[config.mk]
export PLATFORM = sky130hd
export DESIGN_NAME = state_readout
export DESIGN_NICKNAME = d
export VERILOG_FILES = /design/src/rtl/state_readout.sv
export SDC_FILE = /design/constraint.sdc
export NUM_CORES = 1
export LEC_CHECK = 0
export ABC_AREA = 1
export CAP_MARGIN = 20
export CORE_ASPECT_RATIO = 1.25
export CORE_MARGIN = 1.5
export CORE_UTILIZATION = 30
export DETAILED_ROUTE_END_ITERATION = 7
export SETUP_SLACK_MARGIN = 0.2
export SLEW_MARGIN = 10
export SYNTH_ARGS = -nofsm -noshare
export SYNTH_HDL_FRONTEND = slang
export SYNTH_SLANG_ARGS = --single-unit
[constraint.sdc]
create_clock -name clk -period 9 [get_ports clk]
set_clock_uncertainty 0.1 [all_clocks]
set_input_delay 2.7 -clock clk [delete_from_list [all_inputs] [get_ports clk]]
set_output_delay 2.7 -clock clk [all_outputs]
set_load 0.03 [all_outputs]
[src/rtl/state_readout.sv]
// state_readout
//   Serialises a snapshot of the latch-chain spin/Potts state into a byte
//   frame: HEADER, seq, NBYTES payload bytes (LSB byte first), checksum.
//   The checksum is the XOR of the seq byte and every payload byte.
//   The state vector is captured when a frame is accepted, so later changes
//   on the input never reach the frame in flight.
//
// Ports
//   clk      : single clock, all logic on its rising edge
//   rst      : asynchronous active-high reset, aborts any frame at once
//   state    : spin/Potts state vector (8*NBYTES bits)
//   start    : single-cycle request to snapshot and send one frame
//   tx_data  : current frame byte (8'h00 while tx_valid is low)
//   tx_valid : tx_data holds a byte waiting for transfer
//   tx_ready : downstream accepts the byte on this edge
//   busy     : a frame is in flight
//   seq      : sequence number carried by the next frame
//   dropped  : saturating count of start requests that were ignored
module state_readout #(
  parameter logic [7:0] HEADER = 8'hA5,
  parameter int         NBYTES = 18
) (
  input  logic                  clk,
  input  logic                  rst,
  input  logic [8*NBYTES-1:0]   state,
  input  logic                  start,
  output logic [7:0]            tx_data,
  output logic                  tx_valid,
  input  logic                  tx_ready,
  output logic                  busy,
  output logic [7:0]            seq,
  output logic [15:0]           dropped
);

  localparam int IW = (NBYTES > 1) ? $clog2(NBYTES) : 1;
  localparam int SW = 8 * NBYTES;

  typedef enum logic [2:0] {
    IDLE = 3'd0,
    HDR  = 3'd1,
    SEQ  = 3'd2,
    DATA = 3'd3,
    CSUM = 3'd4
  } fsm_t;

  fsm_t            fsm_r;
  logic [SW-1:0]   snap_r;
  logic [IW-1:0]   idx_r;
  logic [7:0]      csum_r;
  logic [7:0]      seq_r;
  logic [15:0]     dropped_r;
  logic [7:0]      tx_data_r;
  logic            tx_valid_r;
  logic            busy_r;

  logic            xfer_s;
  logic            last_s;
  logic [IW-1:0]   next_idx_s;
  logic [7:0]      next_byte_s;
  logic [7:0]      csum_next_s;

  // One step of the running frame checksum.
  function automatic logic [7:0] csum_step(input logic [7:0] acc, input logic [7:0] b);
    csum_step = acc ^ b;
  endfunction

  // Select payload byte k of the snapshot; out-of-range indices give 8'h00.
  function automatic logic [7:0] pick_byte(input logic [SW-1:0] v, input logic [IW-1:0] k);
    pick_byte = 8'h00;
    for (int i = 0; i < NBYTES; i++) begin
      if (k == IW'(i)) begin
        pick_byte = v[8*i +: 8];
      end else begin
        pick_byte = pick_byte;
      end
    end
  endfunction

  // Transfer qualifier and next-byte look-ahead used by the FSM.
  always_comb begin
    xfer_s      = tx_valid_r & tx_ready;
    last_s      = (idx_r == IW'(NBYTES - 1));
    next_idx_s  = idx_r + IW'(1);
    next_byte_s = pick_byte(snap_r, next_idx_s);
    // In SEQ and DATA the byte being transferred is exactly tx_data_r.
    csum_next_s = csum_step(csum_r, tx_data_r);
  end

  // Frame FSM with registered byte stream, sequence and drop counters.
  always_ff @(posedge clk or posedge rst) begin
    if (rst) begin
      fsm_r      <= IDLE;
      snap_r     <= '0;
      idx_r      <= '0;
      csum_r     <= 8'h00;
      seq_r      <= 8'h00;
      dropped_r  <= 16'h0000;
      tx_data_r  <= 8'h00;
      tx_valid_r <= 1'b0;
      busy_r     <= 1'b0;
    end else begin
      // A start outside IDLE (including the CSUM transfer edge) is ignored.
      if (start && (fsm_r != IDLE) && (dropped_r != 16'hFFFF)) begin
        dropped_r <= dropped_r + 16'd1;
      end

      case (fsm_r)
        IDLE: begin
          if (start) begin
            snap_r     <= state;
            idx_r      <= '0;
            csum_r     <= 8'h00;
            tx_data_r  <= HEADER;
            tx_valid_r <= 1'b1;
            busy_r     <= 1'b1;
            fsm_r      <= HDR;
          end
        end
        HDR: begin
          if (xfer_s) begin
            tx_data_r <= seq_r;
            fsm_r     <= SEQ;
          end
        end
        SEQ: begin
          if (xfer_s) begin
            csum_r    <= csum_next_s;
            idx_r     <= '0;
            tx_data_r <= pick_byte(snap_r, '0);
            fsm_r     <= DATA;
          end
        end
        DATA: begin
          if (xfer_s) begin
            csum_r <= csum_next_s;
            if (last_s) begin
              tx_data_r <= csum_next_s;
              fsm_r     <= CSUM;
            end else begin
              idx_r     <= next_idx_s;
              tx_data_r <= next_byte_s;
            end
          end
        end
        CSUM: begin
          if (xfer_s) begin
            seq_r      <= seq_r + 8'd1;
            tx_data_r  <= 8'h00;
            tx_valid_r <= 1'b0;
            busy_r     <= 1'b0;
            fsm_r      <= IDLE;
          end
        end
        default: begin
          tx_data_r  <= 8'h00;
          tx_valid_r <= 1'b0;
          busy_r     <= 1'b0;
          fsm_r      <= IDLE;
        end
      endcase
    end
  end

  assign tx_data  = tx_data_r;
  assign tx_valid = tx_valid_r;
  assign busy     = busy_r;
  assign seq      = seq_r;
  assign dropped  = dropped_r;

endmodule

Yosys cells after proc, flatten, opt, wreduce, memory -nomap -nowiden
Index checks and enable logic that the tools add are counted.
{ "word_totals": {"ff_bits": 193, "output_inout_bits": 34, "elab_cells": 104} }
{ "classes": {"add_sub_neg": 3, "eq_ne": 31, "mux": 43, "bitwise": 3, "reduce_logical": 16} }
{ "op_table": {"columns": ["op", "n"], "rows": [
  ["two-way mux 8 bit", 26],
  ["equality test 5 x 4 -> 1 bit, second input constant", 8],
  ["one-hot mux 8 bit (5 select lines)", 1],
  ["equality test 5 x 3 -> 1 bit, second input constant", 4],
  ["two-way mux 5 bit", 4],
  ["two-way mux 3 bit", 6],
  ["adder 16 x 1 -> 16 bit, second input constant", 1],
  ["!= test 16 bit, second input constant", 1],
  ["one-hot mux 8 bit (2 select lines)", 1],
  ["equality test 5 bit, second input constant", 3],
  ["one-hot mux 3 bit (5 select lines)", 1],
  ["one-hot mux 5 bit (3 select lines)", 1],
  ["!= test 2 bit, second input constant", 7],
  ["equality test 5 x 2 -> 1 bit, second input constant", 2],
  ["AND reduction 5 bit", 2],
  ["adder 8 x 1 -> 8 bit, second input constant", 1],
  ["bitwise XOR 8 bit", 1],
  ["equality test 3 x 2 -> 1 bit, second input constant", 2],
  ["AND reduction 3 bit", 2],
  ["AND reduction 6 bit", 1],
  ["nonzero test 3 bit", 2],
  ["adder 5 x 1 -> 5 bit, second input constant", 1],
  ["equality test 5 x 1 -> 1 bit, second input constant", 1],
  ["logical NOT 5 bit", 1],
  ["13 further kinds", 16]
]} }

Longest topological paths before layout
Gate-level depths: netlist of the first run.
{ "depth": {"word_depth": 23, "mapped_depth": 27, "mapped_depth_nobuf": 27} }

Worst setup path before layout of the first run
Ideal clock, no wire load.
{ "synth_timing": {"path_kind": "in2reg", "startpoint": "input port start", "endpoint": "register idx_r[2]", "arrival_time_ns": 3.731, "required_ns": 8.816, "slack_ns": 5.084, "cell_stages": 6, "n_path_buf": 0, "path_cell_list": "inv_1 -> nand2_1 -> o31ai_1 -> a211oi_1 -> nand2_1 -> o22ai_1"} }
{ "synth_via": {"elab_chain_cells": 2} }
{ "synth_rtl": {"columns": ["element", "line_no", "text"], "rows": [
  ["start: declaration", "26", "input logic start,"],
  ["!= test 2 bit (no line)", null, null],
  ["AND reduction 5 bit (no line)", null, null],
  ["end signal: assignment", "140", "idx_r <= next_idx_s;"],
  ["end: declaration", "48", "logic [IW-1:0] idx_r;"]
]} }
No other way between the ends.
A chain may end at the register's enable or synchronous reset.

Final worst setup path of the first run
{ "layout_timing": {"startpoint": "input port start", "endpoint": "register snap_r[42]"} }
{ "layout_via": {"elab_chain_cells": 1} }
{ "layout_rtl": {"columns": ["element", "line_no", "text"], "rows": [
  ["AND reduction 2 bit (no line)", null, null],
  ["end signal: assignment", "110", "snap_r <= state;"],
  ["end: declaration", "47", "logic [SW-1:0] snap_r;"]
]} }
No other way between the ends.

==> flow_metrics.py, run 1 <==
metrics = {
    "status": {
        "outcome": "finished clean",
    },
    "clock_tree": {
        "cts-htree-levels": 4,
        "clk_latency_ns": 0.44,
        "cts_tree": "done",
        "cts.sinks": 193,
        "cts_setup_buffers": 0,
        "cts_resized": 0,
        "cts_buffer_depth": 2,
        "cts.hold.buffers_added": 0,
        "clk_pin_slew_ns": 0.07,
        "clockRootBuffer": "clkbuf_16",
        "cts_inserted_buffers": 17,
    },
    "placed_design": {
        "hpwl_mm": 19.52,
        "place_area_mm2": 0.01166,
        "place_inst": 1759,
        "gp_congestion": 0.8411,
        "port_buffers": 181,
    },
    "sta": {
        "drv_slew": 0,
        "worst_pin_slew_ns": 1.085,
        "hold_viol": 0,
        "period_share_pct": 53.58,
        "slew_headroom_pct": 27.38,
        "min_period_ns": 4.822,
        "hold-worst-slack_ns": 0.3710,
        "grt_setup_unrepaired": "false",
        "setup_tns_ns": 0,
        "fmax_ghz": 0.2074,
        "setup_violations": 0,
    },
    "worst_setup_path": {
        "cp-start-kind": "input pin",
        "crit_path_cell_trace": "clkdlybuf4s50_1 > inv_1 > nor2_4 > buf_12 > inv_2 > buf_4 > nand2_1 > nand2_1",
        "slowest_stage": "clkdlybuf4s50_1",
        "ff2ff_setup_slack_ns": 5.34,
        "cp-end-kind": "register",
        "r2r_start": "idx_r[1]$_DFFE_PP0P_",
        "reg2reg_to": "tx_data[5]$_DFFE_PP0P_",
        "reg2regPathDepth": 19,
        "critPathMaxFanout": 204,
        "critPathMaxStageDelay_ns": 0.50,
        "path_common_cell": "nand2_1",
        "critPathRequiredTime_ns": 9.23,
        "critPathTopFamily": "buffers and inverters",
        "critical_path_class": "input pin to register",
        "path_buf_inv": 5,
        "arrival_ns": 5.05,
    },
    "final_layout": {
        "multiInputGateArea_mm2": 0.004003,
        "nets": 1526,
        "register_area_mm2": 0.004830,
        "n_fill_cell": 3317,
        "design_area_mm2": 0.01224,
        "antenna_cells": 0,
        "final_cells": 1791,
        "drive_gt1_share_pct": 5.419,
        "area_growth_pct": 28.14,
    },
    "floorplan": {
        "rows": 72,
        "start_util_pct": 30.64,
        "dieArea_mm2": 0.03292,
        "die_h_um": 202.5,
        "pin_count": 182,
        "coreArea_mm2": 0.03117,
        "die_width_um": 162.6,
    },
    "route": {
        "drc": 0,
        "vias": 8159,
        "routedWlPerCell_um": 14.86,
        "first_iter_violations": 487,
        "routed_wl_mm": 26.61,
        "vias_per_cell": 4.556,
        "firstDrtPassIters": 5,
        "antenna_left": 0,
    },
    "synthesis": {
        "ys_warn_count": 0,
        "synth-edff-count": 0,
        "yosysTopAreaCell": "dfrtp_1",
        "syn_area_mm2": 0.009549,
        "ys.flop_type": "dfrtp_1",
        "syn_inst": 1213,
        "syn-num-nets": 1368,
        "synthArstFlopShare_pct": 100.0,
        "synth_most_common_cell": "nand2_1",
        "synth-seq-area-share_pct": 50.58,
        "synth-seq-cells": 193,
        "avgSynthCellArea_um2": 7.872,
        "synth_top_area_share_pct": 50.58,
        "synth.area.top_cells": "dfrtp_1 51%, nand2_1 20%, inv_1 4.4%",
        "synth_common_cells": "513 x nand2_1, 193 x dfrtp_1, 112 x inv_1, 72 x o21ai_0",
        "synth.distinct_cells": 44,
    },
    "grt": {
        "grt_max_degree": 205,
        "grt_first_pass_wirelength_mm": 42.92,
        "grt_overflow_total": 0,
        "grt_pass1_vias": 8233,
        "antenna_found_initial": 0,
        "grt_usage_pct": 16.73,
    },
    "power": {
        "p_switching_mw": 1.528,
        "ir_drop_mv": 0.1166,
        "pwr-share-comb_pct": 40.5,
        "p_sw_share_pct": 41.85,
        "seqPwrFrac_pct": 39.1,
        "power_frac_clock_pct": 20.4,
        "p_int_mw": 2.124,
        "p_leak_nw": 5.869,
        "p_per_area_mw_per_mm2": 298.4,
    },
    "min_path": {
        "hold_end": "snap_r[75]$_DFFE_PP0P_",
        "holdCritStartpoint": "snap_r[75]$_DFFE_PP0P_",
        "hp-class": "register to register",
        "min_path_cells": 2,
    },
    "job": {
        "cap_violations": 0,
    },
}
-- stage by stage --
stage	power [mW]	util, %	worst slack (ns)
floorplan	2.410	-	0.9445
global placement	2.903	37.42	3.673
detailed placement	2.940	37.42	3.608
CTS	3.699	39.26	4.074
global route	3.962	39.26	3.883
finish	3.652	39.26	4.178
-- cell type report --
class	count	share of cell area, %
multi-input combinational	855	32.71
timing repair buffer	185	15.15
inverter	119	3.834
clock buffer	19	3.701
clock inverter	13	0.9714
sequential	193	39.47
tap	407	4.162
-- how the worst max path moves through the flow --
stage / cells after the start / from / endpoint
4_1_cts: 8 / start / snap_r[42]$_DFFE_PP0P_
5_1_grt: 8 / start / snap_r[91]$_DFFE_PP0P_
2_1_floorplan: 1 / rst / busy$_DFFE_PP0P_
3_5_place_dp: 8 / start / snap_r[42]$_DFFE_PP0P_
6_report: 8 / start / snap_r[42]$_DFFE_PP0P_
3_3_place_gp: 8 / start / snap_r[63]$_DFFE_PP0P_
-- flip-flops by register name (all words and copies together), names as in the netlist --
signal	cells
busy	1
seq	8
csum_r	8
idx_r	5
fsm_r	3
dropped	16
snap_r	144
tx_data	8
-- worst min-delay path: stages (launching register included) --
cell     delay [ns]
dfrtp_1        0.34
nand2_1        0.06
nand2_1        0.05
-- layout by cell type (no fill, tap or decap), drive strengths merged --
cell type | Yosys | final
nand2 | 521 | 521
dfrtp | 193 | 193
clkdlybuf4s50 | 0 | 181
inv | 117 | 124
o21ai | 77 | 77
a21oi | 75 | 75
nand3 | 73 | 73
nor2 | 36 | 36
xnor2 | 19 | 19
clkbuf | 39 | 19
nand4 | 10 | 10
xor2 | 9 | 9
ha | 7 | 7
a221oi | 6 | 6
nor3 | 6 | 6
clkinv | 2 | 6
o22ai | 5 | 5
buf | 6 | 4
mux2 | 3 | 3
o211ai | 3 | 3
clkinvlp | 0 | 2
o31ai | 1 | 1
a211oi | 1 | 1
nor4 | 1 | 1
a41oi | 1 | 1
and3 | 1 | 1
-- cell families after synthesis --
group	count (synthesis)	share of synthesized area (%)
simple gates	648	28.42
flops	193	50.58
compound gates	169	9.578
buf+inv	165	7.586
xor+xnor	28	2.568
fa+ha+maj	7	0.9171
mux	3	0.3537
-- power groups by stage --
| stage | clock network, mW | logic (mW) | registers [mW] |
|---|---|---|---|
| final | 0.745 | 1.48 | 1.43 |
| after global routing | 0.800 | 1.70 | 1.47 |
| after CTS | 0.765 | 1.51 | 1.42 |
| after detailed placement | 0 | 1.50 | 1.44 |
| after global placement | 0 | 1.47 | 1.44 |
| after floorplan | 0 | 0.960 | 1.45 |
-- routing by layer --
metal	vias up	GRT usage [%]	wire length (µm)
met3	47	2.390	940
met1	3783	20.95	11670
met5	-	0	0
li1	4131	-	-
met4	0	7.307	835
met2	198	28.59	13160
Power figures use the tool's default switching activity.
==> run 2: changes to the inputs <==
==> constraint.sdc (replaced) <==
create_clock -name clk -period 4.1 [get_ports clk]
set_clock_uncertainty 0.1 [all_clocks]
set_input_delay 1.23 -clock clk [delete_from_list [all_inputs] [get_ports clk]]
set_output_delay 1.23 -clock clk [all_outputs]
set_load 0.03 [all_outputs]
==> flow_metrics.py, run 2 (synthesis results as in run 1) <==
metrics = {
    "clock_tree": {
        "clockRootBuffer": "clkbuf_16",
        "clk_latency_ns": 0.45,
        "cts_buffer_depth": 2,
        "clk_pin_slew_ns": 0.08,
        "cts_resized": 0,
        "cts_setup_buffers": 0,
        "cts-htree-levels": 4,
        "cts_inserted_buffers": 17,
        "cts.sinks": 193,
        "cts.hold.buffers_added": 0,
        "cts_tree": "done",
    },
    "final_layout": {
        "multiInputGateArea_mm2": 0.004008,
        "n_fill_cell": 3290,
        "regMostFlops": "snap_r",
        "antenna_cells": 0,
        "final_cell_mix": "513 x nand2_1, 193 x dfrtp_1, 181 x clkdlybuf4s50_1, 111 x inv_1, 72 x o21ai_0",
        "layout_commonest_cell": "nand2_1",
        "area_growth_pct": 29.80,
        "largest_reg_flops": 144,
        "register_area_mm2": 0.004830,
        "final_util_pct": 39.76,
        "nets": 1536,
        "drive_gt1_share_pct": 6.169,
    },
    "route": {
        "routedWlPerCell_um": 15.39,
        "antenna_left": 0,
        "routed_wl_mm": 27.72,
        "vias_per_cell": 4.574,
        "first_iter_violations": 539,
        "vias": 8238,
        "firstDrtPassIters": 5,
        "drc": 0,
    },
    "floorplan": {
        "dieArea_mm2": 0.03292,
        "rows": 72,
        "start_util_pct": 30.64,
        "coreArea_mm2": 0.03117,
        "die_width_um": 162.6,
        "pin_count": 182,
        "die_h_um": 202.5,
    },
    "status": {
        "outcome": "finished clean",
    },
    "grt": {
        "met2_usage_pct": 30.57,
        "grt_use_met3_pct": 2.840,
        "grt_overflow_total": 0,
        "grt_usage_pct": 17.41,
        "grt_max_degree": 135,
        "antenna_found_initial": 0,
        "use_met1_pct": 20.91,
        "grt_first_pass_wirelength_mm": 44.31,
        "grt_pass1_vias": 8435,
        "grt-busiest-layer": "met2",
    },
    "worst_setup_path": {
        "critPathMaxFanout": 11,
        "path_common_cell": "nand2_1",
        "reg2reg_to": "tx_data[6]$_DFFE_PP0P_",
        "slowest_stage": "dfrtp_1",
        "cp-end-kind": "register",
        "r2r_start": "idx_r[0]$_DFFE_PP0P_",
        "critPathMaxStageDelay_ns": 0.44,
        "cp-start-kind": "register",
        "reg2regPathDepth": 26,
        "arrival_ns": 3.63,
        "critical_path_class": "register to register",
        "critPathRequiredTime_ns": 4.33,
        "ff2ff_setup_slack_ns": 0.70,
    },
    "sta": {
        "hold_viol": 0,
        "min_period_ns": 3.404,
        "setup_violations": 0,
        "fin_ws_ns": 0.6956,
        "grt_setup_unrepaired": "false",
        "worst_pin_slew_ns": 1.020,
        "period_share_pct": 83.03,
        "drv_slew": 0,
        "setup_tns_ns": 0,
        "slew_headroom_pct": 31.62,
        "fmax_ghz": 0.2937,
        "hold-worst-slack_ns": 0.3742,
    },
    "min_path": {
        "hold_end": "snap_r[123]$_DFFE_PP0P_",
        "min_path_cells": 2,
        "hp-class": "register to register",
        "holdCritStartpoint": "snap_r[123]$_DFFE_PP0P_",
    },
    "power": {
        "p_leak_nw": 5.951,
        "p_per_area_mw_per_mm2": 664.5,
        "ir_drop_mv": 0.2726,
    },
    "placed_design": {
        "hpwl_mm": 21.14,
        "pre_cts_slack_ns": 0.7091,
        "port_buffers": 181,
        "gp_congestion": 0.8835,
    },
    "job": {
        "cap_violations": 0,
    },
}
[run 2: changes by cell type in the layout (fill, tap and decap cells not counted)]
cell | previous run | this run
bufinv_16 | 0 | 2
clkinv_8 | 1 | 2
nor3_1 | 5 | 4
clkbuf_8 | 2 | 0
nor3_2 | 0 | 1
buf_4 | 3 | 10
clkinv_4 | 4 | 3
buf_12 | 1 | 4
[run 2: metal layers]
metal | wire length [µm] | part of all wire, %
met2 | 14050 | 51
met4 | 953 | 3.4
met3 | 978 | 3.5
met1 | 11730 | 42
met5 | 0 | 0
[run 2: layout make-up]
class	instances	share of cell area (%)
timing repair buffer	195	15.87
clock buffer	17	3.432
inverter	119	3.755
clock inverter	15	1.534
multi-input combinational	855	32.33
tap	407	4.109
sequential	193	38.97
[run 2: how the worst max path moves through the flow]
stage                    startpoint                      to  slack, ns  depth (start not counted)
4_1_cts        idx_r[1]$_DFFE_PP0P_  tx_data[3]$_DFFE_PP0P_       0.69                         26
2_1_floorplan                   rst        busy$_DFFE_PP0P_       0.28                          1
3_3_place_gp   idx_r[0]$_DFFE_PP0P_  tx_data[3]$_DFFE_PP0P_       0.79                         26
5_1_grt        idx_r[1]$_DFFE_PP0P_  tx_data[2]$_DFFE_PP0P_       0.34                         25
3_5_place_dp   idx_r[0]$_DFFE_PP0P_  tx_data[3]$_DFFE_PP0P_       0.71                         26
6_report       idx_r[0]$_DFFE_PP0P_  tx_data[6]$_DFFE_PP0P_       0.70                         26
[run 2: metrics by stage]
| step | area, µm² | power [mW] | std cells |
|---|---|---|---|
| 3_5_place_dp | 11780 | 6.554 | 1769 |
| 4_1_cts | 12390 | 8.338 | 1801 |
| 3_3_place_gp | 11780 | 6.489 | 1769 |
| 2_1_floorplan | 9553 | 5.291 | 1213 |
| 5_1_grt | 12390 | 8.887 | 1801 |
| 6_report | 12390 | 8.237 | 1801 |
[run 2: power breakdown]
group          switching [mW]  internal, mW
combinational            2.12          1.17
clock                   0.817         0.932
sequential              0.501          2.70
[run 2: critical path: cells and delay by family, from the launching register on]
family                     cells  cell delay, ns
adders and majority gates      1            0.29
DFF                            1            0.44
buffers and inverters          2            0.29
and+or+nand+nor               23            2.17
==> run 3: changes to the inputs <==
==> constraint.sdc (replaced) <==
create_clock -name clk -period 3.3 [get_ports clk]
set_clock_uncertainty 0.1 [all_clocks]
set_input_delay 0.99 -clock clk [delete_from_list [all_inputs] [get_ports clk]]
set_output_delay 0.99 -clock clk [all_outputs]
set_load 0.03 [all_outputs]
==> flow_metrics.py, run 3 (synthesis results as in run 1) <==
metrics = {
    "status": {
        "outcome": "finished clean",
    },
    "clock_tree": {
        "clk_pin_slew_ns": 0.08,
        "cts_inserted_buffers": 17,
        "clockRootBuffer": "clkbuf_16",
        "cts-htree-levels": 4,
        "cts.sinks": 193,
        "clk_latency_ns": 0.45,
        "cts.hold.buffers_added": 0,
        "cts_tree": "done",
        "cts_buffer_depth": 2,
    },
    "grt": {
        "grt_usage_pct": 17.90,
        "grt_first_pass_wirelength_mm": 45.66,
        "grt_overflow_total": 0,
        "grt_max_degree": 84,
        "antenna_found_initial": 0,
        "grt_pass1_vias": 8641,
    },
    "floorplan": {
        "start_util_pct": 30.64,
        "die_h_um": 202.5,
        "pin_count": 182,
        "dieArea_mm2": 0.03292,
        "rows": 72,
        "die_width_um": 162.6,
        "coreArea_mm2": 0.03117,
    },
    "job": {
        "cap_violations": 0,
    },
    "power": {
        "p_sw_share_pct": 42.17,
        "power_frac_clock_pct": 19.7,
        "p_switching_mw": 4.340,
        "p_int_mw": 5.952,
        "ir_drop_mv": 0.3646,
        "pwr-share-comb_pct": 41.3,
        "p_per_area_mw_per_mm2": 807.9,
        "seqPwrFrac_pct": 39.0,
        "p_leak_nw": 6.118,
    },
    "sta": {
        "drv_slew": 0,
        "grt_setup_unrepaired": "true",
        "min_period_ns": 2.897,
        "hold_viol": 0,
        "fmax_ghz": 0.3452,
        "period_share_pct": 87.79,
        "slew_headroom_pct": 45.56,
        "worst_pin_slew_ns": 0.8103,
        "setup_violations": 0,
    },
    "final_layout": {
        "regMostFlops": "snap_r",
        "final_cell_mix": "507 x nand2_1, 192 x dfrtp_1, 181 x clkdlybuf4s50_1, 109 x inv_1, 72 x o21ai_0",
        "drive_gt1_share_pct": 9.360,
        "design_area_mm2": 0.01274,
        "register_area_mm2": 0.004831,
        "nets": 1563,
        "largest_reg_flops": 144,
        "antenna_cells": 0,
        "final_cells": 1828,
        "layout_commonest_cell": "nand2_1",
        "area_growth_pct": 33.40,
        "n_fill_cell": 3273,
        "multiInputGateArea_mm2": 0.004141,
    },
    "route": {
        "antenna_left": 0,
        "vias": 8340,
        "first_iter_violations": 450,
        "routedWlPerCell_um": 15.58,
        "drc": 0,
        "routed_wl_mm": 28.48,
        "vias_per_cell": 4.562,
        "firstDrtPassIters": 5,
    },
    "worst_setup_path": {
        "cp-start-kind": "register",
        "cp-end-kind": "register",
        "critPathRequiredTime_ns": 3.58,
        "critical_path_class": "register to register",
        "arrival_ns": 3.18,
        "critPathMaxFanout": 11,
    },
    "placed_design": {
        "gp_congestion": 0.8514,
        "port_buffers": 181,
        "place_area_mm2": 0.01187,
        "hpwl_mm": 21.67,
        "place_inst": 1780,
    },
    "min_path": {
        "hp-class": "register to register",
    },
}
## run 3: changes by cell type in the layout (fill, tap and decap cells not counted), moves of 3 or more
| cell | delta |
|---|---|
| buf_12 | +3 |
| buf_4 | +20 |
| buf_6 | +4 |
| ha_1 | -3 |
| ha_4 | +3 |
| nand2_1 | -6 |
| nand2_2 | +5 |
| nand3_1 | -3 |
| o21ai_1 | -3 |
| o21ai_2 | +3 |
## run 3: layout make-up
class | instances | share of cell area [%]
multi-input cells | 855 | 32.51
well taps | 407 | 3.998
clock buffers | 18 | 3.448
inverters | 119 | 3.723
flip-flops and latches | 193 | 37.92
repair buffers | 222 | 17.44
clock inverters | 14 | 0.9527
## run 3: timing repair
item / in CTS / in global routing
setup buffers: 1 / 15
hold endpoints to repair: 0 / 0
pin swaps: 0 / 18
endpoints found under the setup margin: 3 / 8
gates resized for setup: 1 / 35
## run 3: per-stage QoR
| stage | power (mW) | hold WS [ns] | setup WS, ns | TNS [ns] | utilization, % |
|---|---|---|---|---|---|
| global placement | 8.083 | 0.3555 | 0.2409 | 0 | 38.09 |
| floorplan | 6.573 | 0.3422 | -0.2804 | -54.12 | - |
| finish | 10.29 | 0.3765 | 0.4028 | 0 | 40.87 |
| global route | 11.14 | 0.3951 | 0.1350 | 0 | 40.87 |
| detailed placement | 8.168 | 0.3590 | 0.1255 | 0 | 38.09 |
| CTS | 10.23 | 0.3778 | 0.2713 | 0 | 39.92 |
## run 3: routing by layer
layer	vias to the layer above	GRT usage [%]	routed length [µm]
li1	4208	-	-
met1	3896	21.78	12180
met2	182	30.89	14280
met3	54	2.840	940
met4	0	8.290	1069
met5	-	0	0
## run 3: worst paths after layout
kind | cells past startpoint | start | endpoint | slack, ns
worst min-delay path | 2 | snap_r[103]$_DFFE_PP0P_ | snap_r[103]$_DFFE_PP0P_ | 0.38
max in group asynchronous | 3 | rst | snap_r[4]$_DFFE_PP0P_ | 1.57
worst max register to register | 25 | idx_r[1]$_DFFE_PP0P_ | tx_data[1]$_DFFE_PP0P_ | 0.40
worst max-delay path | 25 | idx_r[1]$_DFFE_PP0P_ | tx_data[1]$_DFFE_PP0P_ | 0.40
worst min register to register | 2 | snap_r[103]$_DFFE_PP0P_ | snap_r[103]$_DFFE_PP0P_ | 0.38
min in group asynchronous | 2 | rst | snap_r[51]$_DFFE_PP0P_ | 0.82
## run 3: power groups by stage
| stage | Combinational (mW) | Sequential, mW | Clock, mW |
|---|---|---|---|
| floorplan | 2.62 | 3.95 | 0 |
| global placement | 4.05 | 4.03 | 0 |
| detailed placement | 4.13 | 4.04 | 0 |
| CTS | 4.15 | 4.00 | 2.07 |
| global route | 4.85 | 4.12 | 2.17 |
| finish | 4.25 | 4.01 | 2.03 |
## run 3: worst max-delay path, stage by stage (launching register included)
cell and delay, ns:
dfrtp_1 0.41, ha_4 0.21, nand3_4 0.09, nand2_4 0.14, nand2_8 0.08, buf_4 0.15
buf_12 0.12, nor3_4 0.20, buf_12 0.15, buf_4 0.11, a21oi_1 0.03, nand2_1 0.08
nand2_1 0.06, nand2_1 0.06, nand2_1 0.05, nand3_1 0.06, nand3_1 0.10, nand4_1 0.11
nand3_1 0.08, nand2_1 0.08, o21ai_2 0.07, nand2_1 0.06, nand2_1 0.06, nand2_1 0.06
nand2_1 0.05, nand2_1 0.05
